File: config.mk
export PLATFORM = sky130hd
export DESIGN_NAME = usbframe_tx
export DESIGN_NICKNAME = d
export VERILOG_FILES = /design/src/rtl/usbframe_pkg.sv /design/src/rtl/usbframe_fifo.sv /design/src/rtl/usbframe_tx.sv
export SDC_FILE = /design/constraint.sdc
export NUM_CORES = 1
export LEC_CHECK = 0
export CAP_MARGIN = 20
export CORE_ASPECT_RATIO = 0.8
export CORE_MARGIN = 8
export CORE_UTILIZATION = 25
export CTS_CLUSTER_SIZE = 25
export DETAILED_ROUTE_END_ITERATION = 10
export MAX_ROUTING_LAYER = met4
export SLEW_MARGIN = 15
export SYNTH_ARGS = -nofsm -noshare
export SYNTH_HDL_FRONTEND = slang
export SYNTH_SLANG_ARGS = --single-unit
File: constraint.sdc
create_clock -name i_clk -period 5 [get_ports i_clk]
set_input_delay 1 -clock i_clk [delete_from_list [all_inputs] [get_ports i_clk]]
set_output_delay 1 -clock i_clk [all_outputs]
set_load 0.02 [all_outputs]
File: src/rtl/usbframe_pkg.sv
// rtl/usbframe_pkg.sv - shared constants and types for the CH9350-style keyboard frame stream
package usbframe_pkg;

    localparam logic [23:0] MAGIC     = 24'h57AB01;
    localparam int          MAGIC_LEN = 3;
    localparam int          FRAME_LEN = 6;

    typedef enum logic [2:0] {
        ST_IDLE,
        ST_MAGIC,
        ST_MASK,
        ST_RES,
        ST_CODE,
        ST_GAP
    } state_t;

    typedef struct packed {
        logic [7:0] mask;
        logic [7:0] code;
    } key_event_t;

    // Byte idx of the magic header, most significant byte first on the wire.
    function automatic logic [7:0] magic_byte(input logic [1:0] idx);
        logic [7:0] b;
        case (idx)
            2'd0:    b = MAGIC[23:16];
            2'd1:    b = MAGIC[15:8];
            default: b = MAGIC[7:0];
        endcase
        return b;
    endfunction

endpackage

File: src/rtl/usbframe_fifo.sv
// rtl/usbframe_fifo.sv - synchronous FIFO with a combinational head output
module usbframe_fifo #(
    parameter int WIDTH = 16,
    parameter int DEPTH = 4
) (
    input  logic             i_clk,
    input  logic             i_rst_n,
    input  logic             push,
    input  logic [WIDTH-1:0] wdata,
    input  logic             pop,
    output logic [WIDTH-1:0] head,
    output logic             full,
    output logic             empty
);

    localparam int AW = $clog2(DEPTH);

    logic [WIDTH-1:0] mem [DEPTH];
    logic [AW-1:0]    wr_ptr;
    logic [AW-1:0]    rd_ptr;
    logic [AW:0]      count;
    logic             do_push;
    logic             do_pop;

    // A full FIFO refuses a push even when it pops in the same cycle.
    assign do_push = push && !full;
    assign do_pop  = pop && !empty;
    assign full    = (count == (AW+1)'(DEPTH));
    assign empty   = (count == '0);
    assign head    = mem[rd_ptr];

    always_ff @(posedge i_clk) begin
        if (do_push) begin
            mem[wr_ptr] <= wdata;
        end
    end

    always_ff @(posedge i_clk) begin
        if (!i_rst_n) begin
            wr_ptr <= '0;
            rd_ptr <= '0;
            count  <= '0;
        end else begin
            if (do_push) begin
                wr_ptr <= wr_ptr + 1'b1;
            end
            if (do_pop) begin
                rd_ptr <= rd_ptr + 1'b1;
            end
            case ({do_push, do_pop})
                2'b10:   count <= count + 1'b1;
                2'b01:   count <= count - 1'b1;
                default: count <= count;
            endcase
        end
    end

endmodule

File: src/rtl/usbframe_tx.sv
// rtl/usbframe_tx.sv - key event FIFO plus frame serializer producing 57 AB 01 mask 00 code
module usbframe_tx
    import usbframe_pkg::*;
#(
    parameter int FIFO_DEPTH   = 4,
    parameter int AUTO_RELEASE = 1,
    parameter int GAP          = 0
) (
    input  logic       i_clk,
    input  logic       i_rst_n,
    input  logic       i_key_valid,
    output logic       o_key_ready,
    input  logic [7:0] i_key_mask,
    input  logic [7:0] i_key_code,
    output logic       o_byte_valid,
    input  logic       i_byte_ready,
    output logic [7:0] o_byte
);

    localparam int EW = $bits(key_event_t);

    state_t     state;
    logic [1:0] idx;
    logic [7:0] mask_q;
    logic [7:0] code_q;
    logic       rel;
    logic [7:0] gap_cnt;
    logic       byte_valid;
    logic [7:0] byte_q;

    logic          fifo_full;
    logic          fifo_empty;
    logic [EW-1:0] head_bits;
    key_event_t    head_evt;
    key_event_t    in_evt;
    logic          pop;
    logic          accept;

    assign in_evt.mask = i_key_mask;
    assign in_evt.code = i_key_code;
    assign head_evt    = key_event_t'(head_bits);
    assign pop         = (state == ST_IDLE) && !fifo_empty;
    assign accept      = byte_valid && i_byte_ready;

    assign o_key_ready  = !fifo_full;
    assign o_byte_valid = byte_valid;
    assign o_byte       = byte_q;

    usbframe_fifo #(
        .WIDTH (EW),
        .DEPTH (FIFO_DEPTH)
    ) u_fifo (
        .i_clk   (i_clk),
        .i_rst_n (i_rst_n),
        .push    (i_key_valid),
        .wdata   (in_evt),
        .pop     (pop),
        .head    (head_bits),
        .full    (fifo_full),
        .empty   (fifo_empty)
    );

    always_ff @(posedge i_clk) begin
        if (!i_rst_n) begin
            state      <= ST_IDLE;
            idx        <= '0;
            mask_q     <= '0;
            code_q     <= '0;
            rel        <= 1'b0;
            gap_cnt    <= '0;
            byte_valid <= 1'b0;
            byte_q     <= '0;
        end else begin
            case (state)
                ST_IDLE: begin
                    if (!fifo_empty) begin
                        mask_q     <= head_evt.mask;
                        code_q     <= head_evt.code;
                        rel        <= 1'b0;
                        idx        <= '0;
                        byte_valid <= 1'b1;
                        byte_q     <= magic_byte(2'd0);
                        state      <= ST_MAGIC;
                    end
                end
                ST_MAGIC: begin
                    if (accept) begin
                        if (idx == 2'(MAGIC_LEN - 1)) begin
                            byte_q <= mask_q;
                            state  <= ST_MASK;
                        end else begin
                            idx    <= idx + 2'd1;
                            byte_q <= magic_byte(idx + 2'd1);
                        end
                    end
                end
                ST_MASK: begin
                    if (accept) begin
                        byte_q <= 8'h00;
                        state  <= ST_RES;
                    end
                end
                ST_RES: begin
                    if (accept) begin
                        byte_q <= code_q;
                        state  <= ST_CODE;
                    end
                end
                ST_CODE: begin
                    if (accept) begin
                        // The release frame follows its press directly; GAP only trails the pair.
                        if (AUTO_RELEASE != 0 && code_q != 8'h00 && !rel) begin
                            mask_q <= '0;
                            code_q <= '0;
                            rel    <= 1'b1;
                            idx    <= '0;
                            byte_q <= magic_byte(2'd0);
                            state  <= ST_MAGIC;
                        end else begin
                            rel        <= 1'b0;
                            byte_valid <= 1'b0;
                            byte_q     <= 8'h00;
                            gap_cnt    <= '0;
                            state      <= (GAP > 0) ? ST_GAP : ST_IDLE;
                        end
                    end
                end
                ST_GAP: begin
                    if (gap_cnt == 8'(GAP - 1)) begin
                        state <= ST_IDLE;
                    end else begin
                        gap_cnt <= gap_cnt + 8'd1;
                    end
                end
                default: begin
                    state      <= ST_IDLE;
                    byte_valid <= 1'b0;
                end
            endcase
        end
    end

endmodule

==> reports/metrics.csv, run 1 <==
stage;metric;value;unit
status;outcome;finished, final reports clean;
finish;layout cells sized above 1;10.3;%
setup_path;R2R Path Start;state[2];
place;placed cell area;5370;um^2
clock_network;Max H-tree Level;3;
clock_network;clock sinks;112;
synthesis;post-synthesis sequential area ratio;59.6;%
setup_path;reg-to-reg endpoint;u_fifo.count[2];
detailed_routing;final wirelength;10.5;mm
hold_path;min-delay src;o_byte[5];
finish;diodes inserted;0;
synthesis;Post-Synthesis Cell Area;4840;um^2
sta;Final period util;60.7;%
synthesis;top-count cell post-synth;edfxtp_1;
clock_network;post-CTS sizing;0;
place;PortBufs;29;
die;IO Pins;30;
setup_path;nature of the critical path endpoint;flip-flop;
synthesis;Syn Area/Cell;12.6;um^2
job;max cap viols;0;
setup_path;r2r setup slk;2380;ps
hold_path;Worst Hold End;o_byte[5];
global_routing;first-pass GRT wire length;16.7;mm
setup_path;crit start category;input pin;
sta;total negative slack;0;ps
clock_network;Hold Buf Count CTS;0;
global_routing;vias in the first global route;3025;
synthesis;ys flop type;edfxtp_1;
sta;maximum clock frequency;0.330;GHz
place;DP Cell Count;648;
power_and_ir_drop;P_leak;1.80;nW
synthesis;ranking of synthesized cells by area;edfxtp_1 40%, dfxtp_1 20%, mux4_2 7.4%, o2111ai_1 3.1%, nand2_1 3.0%;
hold_path;worst hold path depth;2;
finish;Final Cell Area;5680;um^2
sta;Final Hold Viols;0;
synthesis;Yosys warning count;0;
detailed_routing;DR vias/cell;4.68;
finish;Synth-to-Final Area Change;17.5;%
synthesis;count of cell types in the netlist;52;
detailed_routing;total number of vias;3107;
sta;minimum clock period after layout;3030;ps
clock_network;Num CTS Buffers;9;
global_routing;total gr overflow;0;
synthesis;Syn Inst Count;383;
clock_network;CTS tree;done;
detailed_routing;DRC;0;
place;dpl hpwl;7.22;mm
synthesis;number of flops mapped to enable cells by yosys;64;
clock_network;clk slew on worst S/H paths;80;ps
setup_path;Critical Path RT;5210;ps
setup_path;CP Max Fanout;19;
die;die width;172;um
setup_path;Crit path arrival time;3250;ps
power_and_ir_drop;peak supply drop;0.285;mV
clock_network;Skew-Pair Late Insertion Delay;350;ps
sta;RSZ-0062 raised after global routing;no;
die;starting density of the core;25.5;%
clock_network;Post-CTS Setup Inserts;0;
die;Std-Cell Core Area;19000;um^2
sta;Slew @ Worst Pin;905;ps
synthesis;FF+latch count, synth;112;
finish;Non-Filler Instances;664;
sta;Worst slew margin;39.7;%
detailed_routing;Routed Antenna Nets;0;
hold_path;hold crit path type;reg -> reg;
detailed_routing;WL per Instance;15.9;um
sta;# setup viols final;0;
sta;clock skew;8.68;ps
die;full die area;24100;um^2
place;gpl congestion;0.762;
global_routing;largest net degree at the start of global routing;38;
setup_path;worst reg2reg path depth;8;
setup_path;crit path kind;in -> reg;
detailed_routing;TritonRoute pass-1 iters;4;
synthesis;top cell type's share of synthesized area;39.7;%
finish;Util after Layout;30.0;%
synthesis;Post-Syn Nets;413;
detailed_routing;Initial DRC Count;274;
sta;Final Max Slew Viols;0;
die;chip height;140;um
global_routing;initial antenna violation count;0;
finish;Nets;431;
synthesis;largest area contributor in the netlist;edfxtp_1;
power_and_ir_drop;power density cells;545;nW/um^2
clock_network;Clock Path Buffers;2;
clock_network;root buffer cell;clkbuf_16;
die;Site Rows;45;
synthesis;Async S/R FF share, synth;0;%
global_routing;GRT Util Overall;9.20;%
synthesis;Post-synth top cells;64 x edfxtp_1, 48 x dfxtp_1, 39 x nand2_1;
cell usage in the layout, fill, tap and decap left out, types with 4 or more instances in the layout:
master	n
edfxtp_1	64
o2111ai_1	17
inv_1	15
a21oi_1	12
o21ai_0	15
mux4_2	16
clkdlybuf4s50_1	29
dfxtp_1	48
nand2_1	39
ha_1	9
nand3_1	8
a221oi_1	7
o21a_1	4
nor2_1	14
a211oi_1	5
and3_1	6
clkbuf_16	9
mux2i_1	10
a31oi_1	5
o21ai_1	14
o2bb2ai_1	4
cell families (layout without fill, tap and decap cells):
logic type / count (synthesis) / in the layout / synth area share [%]
AO/OA/AOI/OAI: 96 / 96 / 14.1
XOR/XNOR: 5 / 5 / 0.905
multiplexers: 26 / 26 / 9.52
adder cells (fa/ha/maj): 10 / 10 / 2.74
flip-flops: 112 / 112 / 59.6
buffers and inverters: 42 / 65 / 3.67
AND/OR/NAND/NOR: 92 / 92 / 9.47
worst max-delay path by stage:
stage                       from               to  slack (ps)
floorplan            i_key_valid  u_fifo.count[2]        2570
global placement         i_rst_n        mask_q[7]        1610
detailed placement       i_rst_n        code_q[3]        1440
CTS                      i_rst_n        mask_q[5]        1790
global route        i_byte_ready        mask_q[5]        1820
finish              i_byte_ready        mask_q[4]        1970
final cells by class:
cell class | count | area (um^2)
fill | 1909 | 13300
sequential | 112 | 2880
multi-input combinational | 229 | 1780
timing repair buffer | 33 | 328
tap | 258 | 323
clock buffer | 9 | 225
clock inverter | 7 | 82.6
inverter | 16 | 60.1
report_power, final:
group,switching (W),internal (W)
Clock,0.000349,0.000400
Combinational,0.000600,0.000414
Sequential,0.000164,0.00117
worst max-delay path, stage by stage:
cell and delay (ps):
clkdlybuf4s50_1 500, nand2_1 300, a2111oi_4 440, buf_4 290, o21a_1 500, o21ai_0 200
flip-flops by register name (all words and copies together), names as in the netlist, named ones only:
name and flops:
code_q 8, gap_cnt 8, mask_q 8, u_fifo.rd_ptr 2, u_fifo.count 3, o_byte 8, state 3, o_byte_valid 1
idx 2, rel 1, u_fifo.mem 64, u_fifo.wr_ptr 2
stage by stage:
step                      worst slack, ps  total power (W)  hold slack [ps]
after floorplan                      2570          0.00203              423
after global placement               1610          0.00232              448
after detailed placement             1440          0.00237              452
after CTS                            1790          0.00312              461
after global routing                 1820          0.00327              494
final                                1970          0.00310              463
layer usage:
metal / wire [um] / share of wire [%] / up-vias / global-route usage [%]
met4: 104 / 0.99 / 0 / 2.47
met5: 0 / 0 / - / -
met3: 501 / 4.7 / 7 / 2.44
li1: - / - / 1506 / -
met1: 5340 / 51 / 1533 / 12.5
met2: 4610 / 44 / 61 / 13.2
Note: power is estimated with default switching activity, not from simulation.
==> inputs of run 2 (changes only) <==
Clock period 5 ns to 2.7 ns, I/O delays scaled along.
==> reports/metrics.csv, run 2 (synthesized netlist as in run 1, its figures left out) <==
stage;metric;value;unit;change
setup_path;R2R Path Start;u_fifo.count[2];;
clock_network;post-CTS sizing;0;;unchanged
clock_network;Hold Buf Count CTS;0;;unchanged
finish;diodes inserted;0;;unchanged
hold_path;hold crit path type;reg -> reg;;
finish;Nets;443;;+2.8%
setup_path;CP top delay family;simple AND/OR/NAND/NOR gates;;
clock_network;Post-CTS Setup Inserts;0;;unchanged
die;starting density of the core;25.5;%;unchanged
setup_path;Worst Path Buf+Inv;2;;unchanged
global_routing;GRT Util Overall;9.12;%;-0.080 points
setup_path;r2r setup slk;290;ps;-2090 ps
finish;Largest register FFs;64;;unchanged
clock_network;CTS tree;done;;
die;IO Pins;30;;unchanged
detailed_routing;Routed Antenna Nets;0;;unchanged
sta;Final period util;89.4;%;
detailed_routing;total number of vias;3179;;+2.3%
place;PortBufs;29;;unchanged
setup_path;CP Max Fanout;6;;-13
sta;total negative slack;0;ps;unchanged
global_routing;total gr overflow;0;;unchanged
detailed_routing;WL per Instance;15.3;um;-3.7%
finish;layout cells sized above 1;12.7;%;+2.3 points
setup_path;Critical Path RT;2980;ps;-2230 ps
setup_path;Critical-path top delay cell;or3b_1;;
setup_path;worst reg2reg path depth;9;;+1
power_and_ir_drop;power density cells;983;nW/um^2;+80%
setup_path;Crit path arrival time;2690;ps;-560 ps
clock_network;clk slew on worst S/H paths;70;ps;about the same
hold_path;Worst Hold End;mask_q[0];;
sta;Slew @ Worst Pin;815;ps;-89.3 ps
setup_path;nature of the critical path endpoint;flip-flop;;
die;full die area;24100;um^2;unchanged
finish;most frequent cells in the layout;64 x edfxtp_1, 48 x dfxtp_1, 39 x nand2_1, 29 x clkdlybuf4s50_1, 17 x o2111ai_1;;
detailed_routing;DR vias/cell;4.70;;+0.50%
die;chip height;140;um;unchanged
hold_path;worst hold path depth;2;;unchanged
setup_path;Most common cell on crit path;inv_1;;
hold_path;min-delay src;mask_q[0];;
clock_network;clock sinks;112;;unchanged
sta;Final Max Slew Viols;0;;unchanged
detailed_routing;TritonRoute pass-1 iters;5;;+1
status;outcome;finished, final reports clean;;
sta;minimum clock period after layout;2410;ps;
sta;clock skew;13.3;ps;+4.65 ps
job;max cap viols;0;;unchanged
detailed_routing;final wirelength;10.3;mm;-2.0%
setup_path;crit path kind;reg -> reg;;
die;Std-Cell Core Area;19000;um^2;unchanged
clock_network;root buffer cell;clkbuf_16;;
sta;RSZ-0062 raised after global routing;no;;
setup_path;crit path cell chain;or3b_1, and2_1, inv_1, ha_1, inv_1, fa_1, xor2_1, or3_1, a21oi_1;;
global_routing;largest net degree at the start of global routing;38;;unchanged
die;die width;172;um;unchanged
clock_network;Max H-tree Level;3;;unchanged
finish;Synth-to-Final Area Change;18.6;%;
finish;commonest non-fill, non-tap cell in the layout;edfxtp_1;;
power_and_ir_drop;P_leak;1.85;nW;+2.6%
setup_path;reg-to-reg endpoint;u_fifo.count[2];;
detailed_routing;Initial DRC Count;239;;-13%
die;Site Rows;45;;unchanged
global_routing;vias in the first global route;3125;;+3.3%
global_routing;initial antenna violation count;0;;unchanged
sta;maximum clock frequency;0.414;GHz;
detailed_routing;DRC;0;;unchanged
place;gpl congestion;0.795;;+4.3%
power_and_ir_drop;peak supply drop;0.382;mV;+34%
sta;worst-case hold slack;455;ps;-7.76 ps
global_routing;first-pass GRT wire length;16.7;mm;about the same
clock_network;Skew-Pair Late Insertion Delay;350;ps;about the same
setup_path;crit start category;flip-flop;;
place;dpl hpwl;7.08;mm;-1.9%
sta;# setup viols final;0;;unchanged
sta;Worst slew margin;45.6;%;+5.9 points
setup_path;Largest stage delay, worst path;450;ps;-50 ps
clock_network;Clock Path Buffers;2;;unchanged
finish;Most flops, register;u_fifo.mem;;
sta;Final Hold Viols;0;;unchanged
clock_network;Num CTS Buffers;9;;unchanged
run 2: cell types whose count changed in the layout (fill, tap and decap cells not counted):
cell | before | now
clkbuf_1 | 0 | 1
clkinv_4 | 0 | 3
inv_6 | 3 | 1
a21oi_2 | 1 | 0
clkinv_1 | 2 | 1
bufinv_16 | 1 | 0
buf_4 | 3 | 16
buf_8 | 1 | 0
a21oi_1 | 12 | 13
run 2: cell type report:
cell class                      count  area [um^2]
Inverter                           16         60.1
Multi-Input combinational cell    229         1780
Clock inverter                      6         57.6
Sequential cell                   112         2880
Timing Repair Buffer               45          410
Fill cell                        1930        13200
Clock buffer                       10          229
Tap cell                          258          323
run 2: worst max-delay path by stage:
stage | endpoint | from | slack (ps) | depth (start not counted)
detailed placement | u_fifo.count[2] | i_key_valid | 160 | 9
global route | u_fifo.count[2] | u_fifo.count[2] | 110 | 9
finish | u_fifo.count[2] | u_fifo.count[2] | 290 | 9
CTS | u_fifo.count[2] | u_fifo.count[2] | 290 | 9
floorplan | u_fifo.count[2] | u_fifo.count[2] | 330 | 9
global placement | u_fifo.count[2] | i_key_valid | 210 | 9
run 2: worst min-delay path: stages (launching register included):
cell,delay [ps]
dfxtp_1,310
nand2_1,50
o21ai_1,50
run 2: stage by stage:
step                      worst slack, ps  cells  utilization, %  cell area (um^2)  power, W
after floorplan                       326    383               -              4840   0.00376
after global placement                208    660            28.7              5450   0.00435
after detailed placement              160    660            28.7              5450   0.00442
after CTS                             286    676            30.3              5740   0.00571
after global routing                  113    676            30.3              5740   0.00599
final                                 286    676            30.3              5740   0.00564
run 2: report_power, final:
| part | total (W) | switching (W) | internal (W) |
|---|---|---|---|
| combinational | 0.00198 | 0.00117 | 0.000810 |
| clock | 0.00127 | 0.000621 | 0.000648 |
| sequential | 0.00239 | 0.000222 | 0.00217 |
| total | 0.00564 | 0.00201 | 0.00363 |
run 2: routing by layer:
layer	GRT usage, %	wire length [um]
met3	2.75	538
met5	-	0
met2	13.1	4610
met4	2.42	82
met1	12.2	5110
